### src/rtl/bitmap_enc128.sv
// bitmap_enc128: serialises a multi-hot bitmap into a stream of set-bit
// indices, lowest index first, one beat per cycle under valid/ready flow
// control. An all-zero bitmap produces a single "none" beat.
module bitmap_enc128 #(
    parameter int W  = 128,
    parameter int IW = 7
) (
    input  logic          clk,
    input  logic          rst_n,
    input  logic          flush,
    input  logic          in_valid,
    output logic          in_ready,
    input  logic [W-1:0]  in_vec,
    output logic          out_valid,
    input  logic          out_ready,
    output logic [IW-1:0] out_idx,
    output logic          out_last,
    output logic          out_none
);

    localparam logic [0:0] IDLE = 1'b0;
    localparam logic [0:0] EMIT = 1'b1;

    logic [0:0]    state;
    logic [W-1:0]  rem;
    logic          none;
    logic [IW-1:0] low_idx;
    logic          single;
    logic          emitting;
    logic          handshake;

    // Priority encoder: lowest-numbered set bit of rem wins.
    always_comb begin
        // NOTE: a default before the loop keeps this purely combinational;
        // without it a zero rem would leave low_idx unassigned (a latch).
        low_idx = '0;
        for (int i = W - 1; i >= 0; i--) begin
            if (rem[i]) begin
                low_idx = IW'(i);
            end
        end
    end

    // Output decode: everything is forced to zero outside EMIT.
    always_comb begin
        emitting  = (state == EMIT);
        single    = (rem != '0) && ((rem & (rem - W'(1))) == '0);
        in_ready  = (state == IDLE);
        out_valid = emitting;
        out_idx   = (emitting && !none) ? low_idx : '0;
        out_last  = emitting && (none || single);
        out_none  = emitting && none;
        handshake = emitting && out_ready;
    end

    // State, remaining-bits and none-flag update; flush outranks everything.
    // NOTE: sequential state uses non-blocking assignments so every register
    // samples pre-edge values regardless of statement order.
    always_ff @(posedge clk or negedge rst_n) begin
        if (!rst_n) begin
            // NOTE: rem is a plain register, not a memory array, so resetting
            // it is cheap and guarantees no stale beats survive a reset.
            state <= IDLE;
            rem   <= '0;
            none  <= 1'b0;
        end else if (flush) begin
            state <= IDLE;
            rem   <= '0;
            none  <= 1'b0;
        end else if (state == IDLE) begin
            if (in_valid) begin
                state <= EMIT;
                rem   <= in_vec;
                none  <= (in_vec == '0);
            end
        end else if (handshake) begin
            if (out_last) begin
                state <= IDLE;
                rem   <= '0;
                none  <= 1'b0;
            end else begin
                // Clearing the lowest set bit is the same as clearing out_idx.
                rem <= rem & (rem - W'(1));
            end
        end
    end

endmodule

### config.mk
export PLATFORM = sky130hd
export DESIGN_NAME = bitmap_enc128
export DESIGN_NICKNAME = d
export VERILOG_FILES = /design/src/rtl/bitmap_enc128.sv
export SDC_FILE = /design/constraint.sdc
export NUM_CORES = 1
export LEC_CHECK = 0
export BUFFER_PORTS_ARGS = -buffer_cell sky130_fd_sc_hd__buf_4
export CAP_MARGIN = 25
export CORE_UTILIZATION = 39
export CTS_CLUSTER_DIAMETER = 200
export DETAILED_ROUTE_END_ITERATION = 16
export HOLD_SLACK_MARGIN = 0.05
export PLACE_DENSITY = 0.58
export SYNTH_ARGS = -nofsm -noshare
export SYNTH_HDL_FRONTEND = slang
export SYNTH_SLANG_ARGS = --single-unit
### constraint.sdc
create_clock -name clk -period 7.6 [get_ports clk]
set_input_delay 0.38 -clock clk [delete_from_list [all_inputs] [get_ports clk]]
set_output_delay 0.38 -clock clk [all_outputs]
set_load 0.05 [all_outputs]
==> results.toml <==
[synth]
synthTopCellsByArea = "dfrtp_1, a22oi_1, nand2_1"
synth-simple-area-share_pct = 29.1
synth_xor_area_share_pct = 0
async_reset_ff_share_pct = 100
synth_nets = 1367
synth_top_family_by_area = "compound AO/OA/AOI/OAI gates"
syn_area_per_cell_um2 = 7.80
synth_compound_gate_area_share_pct = 30.4
ys_warn_count = 0
yosysTopAreaCellShare_pct = 33.8
synth_fa_ha_area_share_pct = 0.312
syn-cell-area_um2 = 9630
ys_seq_area_share_pct = 33.8
synthMuxAreaShare_pct = 0.325
yosys.area.top_type = "dfrtp_1"
synth_edf_count = 0
ys_types = 71
ys_ff_latch = 130
synth_ff_type = "dfrtp_1"
synthCells = 1234

[global_route]
grt_pass1_vias = 10500
grt_max_degree = 76
overflow = 0
grt_first_pass_wirelength_um = 65100
antenna_found_initial = 0
globalRouteTotalUtil_pct = 33.4

[power]
finalPower_mw = 2.75
switching_share_pct = 42.0
leakage_nw = 4.74
pwr-share-comb_pct = 34.6
p_switching_mw = 1.16
p_clk_share_pct = 31.9
seq_power_share_pct = 33.5
ir_worst_vdd_v = 0.000121
p_per_area_nw_per_um2 = 242
p_int_mw = 1.60

[setup_path]
arrival_ns = 5.92
r2r_start = "rem[50]$_DFFE_PN0P_"
crit_path_start_kind = "flip-flop"
critPathKind = "reg -> out"
r2r_slack_ns = 1.83
path_max_fanout = 9
required_ns = 7.22
reg2reg_to = "rem[56]$_DFFE_PN0P_"
r2r_cells = 11
crit_path_end_kind = "output pin"

[floorplanning]
die_area_um2 = 25300
die_w_um = 159
start_util_pct = 39.7
die_h_um = 159
std_cell_rows = 57
core-area_um2 = 24200
ios = 144

[cells_and_area]
multiInputGateArea_um2 = 5820
finalInstanceArea_um2 = 11400
finalNetCount = 1432
seq_area_um2 = 3250
diodes = 0
layout_common_cells = "buf_4, nand2_1, dfrtp_1"
final_common_cell = "buf_4"
area_growth_pct = 18.2
drive_gt1_share_pct = 16.8
fillCellCount = 2473

[clocking]
postCtsSetupBuffers = 0
cts.reportedPaths.clkPinSlew_ns = 0.07
cts_max_level = 4
clockBufferDepth = 2
cts-buffers-inserted = 17
clk_latency_ns = 0.44
clockRootBuffer = "clkbuf_16"
cts_tree = "yes"
cts.sinks = 130

[placed_design]
io_buffers = 143
gp_congestion = 1.02
hpwl_um = 31000
placed_area_um2 = 10800

[worst_hold_path]
min_from = "in_vec[111]"
holdPathStages = 2
hold_end = "rem[111]$_DFFE_PN0P_"
hold_path.class = "in -> reg"

[drt]
detail_route.wl_per_cell_um = 25.7
drtPass1Iterations = 5
detail-route-antenna-nets = 0
drt-initial-drc-count = 1338
route.vias.total = 11100
drc_errors = 0
detail_route.wirelength_um = 42000
routed_via_density = 6.75

[timing]
rsz0062_at_grt = "no"
setup_violations = 0
min_period_ns = 6.30
report.final.slew_viol_count = 0
tightest_slew_ns = 1.11
skew_ns = 0.0117
max_slew_margin_pct = 25.2
setup_tns_ns = 0
finalCritPeriodShare_pct = 82.8
hold_violations = 0
fmax_mhz = 159

[job]
maxCapViolations = 0

[outcome]
outcome = "complete, no violations"
-- sequential cells by signal, indices dropped and copies added, names as in the netlist --
register   cells
out_valid      1
none           1
rem          128
-- cell families (layout without fill, tap and decap cells) --
group,count (synthesis),in the layout
buffers and inverters,144,222
muxes,3,3
DFF,130,130
and+or+nand+nor,531,531
AOI/OAI and AO/OA,423,423
adders and majority gates,3,3
-- layout make-up --
cell class                 instances  share of cell area, %
multi-input combinational        960                   51.1
clock buffer                      17                   3.74
clock inverter                    15                   1.53
sequential                       130                   28.6
timing repair buffer             156                   10.3
inverter                          34                   1.12
tap                              324                   3.56
-- metal layers --
layer	vias up	global-route usage [%]	part of all wire, %
met5	-	0	0
met1	5453	48.3	45
li1	4941	-	-
met3	76	6.72	8.4
met4	0	13.2	3.3
met2	581	48.7	43
-- cell usage after synthesis, types with 10 or more instances --
cell / number
nand2b_1: 10
nand4_1: 27
dfrtp_1: 130
nand3_1: 58
clkbuf_1: 96
o211ai_1: 21
or3_1: 17
inv_1: 34
a22oi_1: 113
or2_2: 12
o41ai_1: 15
nand2_1: 131
a21oi_1: 48
nor3_1: 48
or4_1: 22
nor4_1: 72
nor2_1: 90
o21ai_0: 89
o31ai_1: 44
-- worst max path at each step --
stage / from / endpoint
after floorplan: rem[50]$_DFFE_PN0P_ / out_last
after global placement: rem[50]$_DFFE_PN0P_ / out_last
after detailed placement: rem[50]$_DFFE_PN0P_ / out_last
after CTS: rem[50]$_DFFE_PN0P_ / out_last
after global routing: rem[50]$_DFFE_PN0P_ / out_last
final: rem[50]$_DFFE_PN0P_ / out_last
-- per-stage QoR --
step           cells  utilization [%]  worst slack, ns  hold slack, ns
6_report        1636             46.9             1.30           0.174
5_1_grt         1636             46.9             1.15           0.174
4_1_cts         1636             46.9             1.52           0.169
3_5_place_dp    1603             44.4             2.01           0.420
3_3_place_gp    1603             44.4             1.90           0.421
2_1_floorplan   1234                -             2.97          0.0844
-- timing repair --
item	in CTS	in global routing
gates resized for setup	0	0
hold buffers	1	0
endpoints found under the hold margin	64	0
-- power by group through the flow --
stage	Combinational (mW)	Clock [mW]	Sequential, mW
detailed placement	0.924	0	0.925
CTS	0.930	0.883	0.913
floorplan	0.655	0	0.830
global placement	0.933	0	0.925
finish	0.952	0.878	0.921
global route	1.03	0.912	0.934
-- critical path: stages (launching register included) --
cell     delay, ns
dfrtp_1       0.47
or4_1         0.69
nor4b_1       0.87
nand4_2       0.47
o31ai_1       0.65
nand4_1       0.22
or4_1         0.57
or4_1         0.51
nor3_1        0.26
and3_1        0.39
o21a_1        0.16
buf_4         0.19
Power figures use the tool's default switching activity.
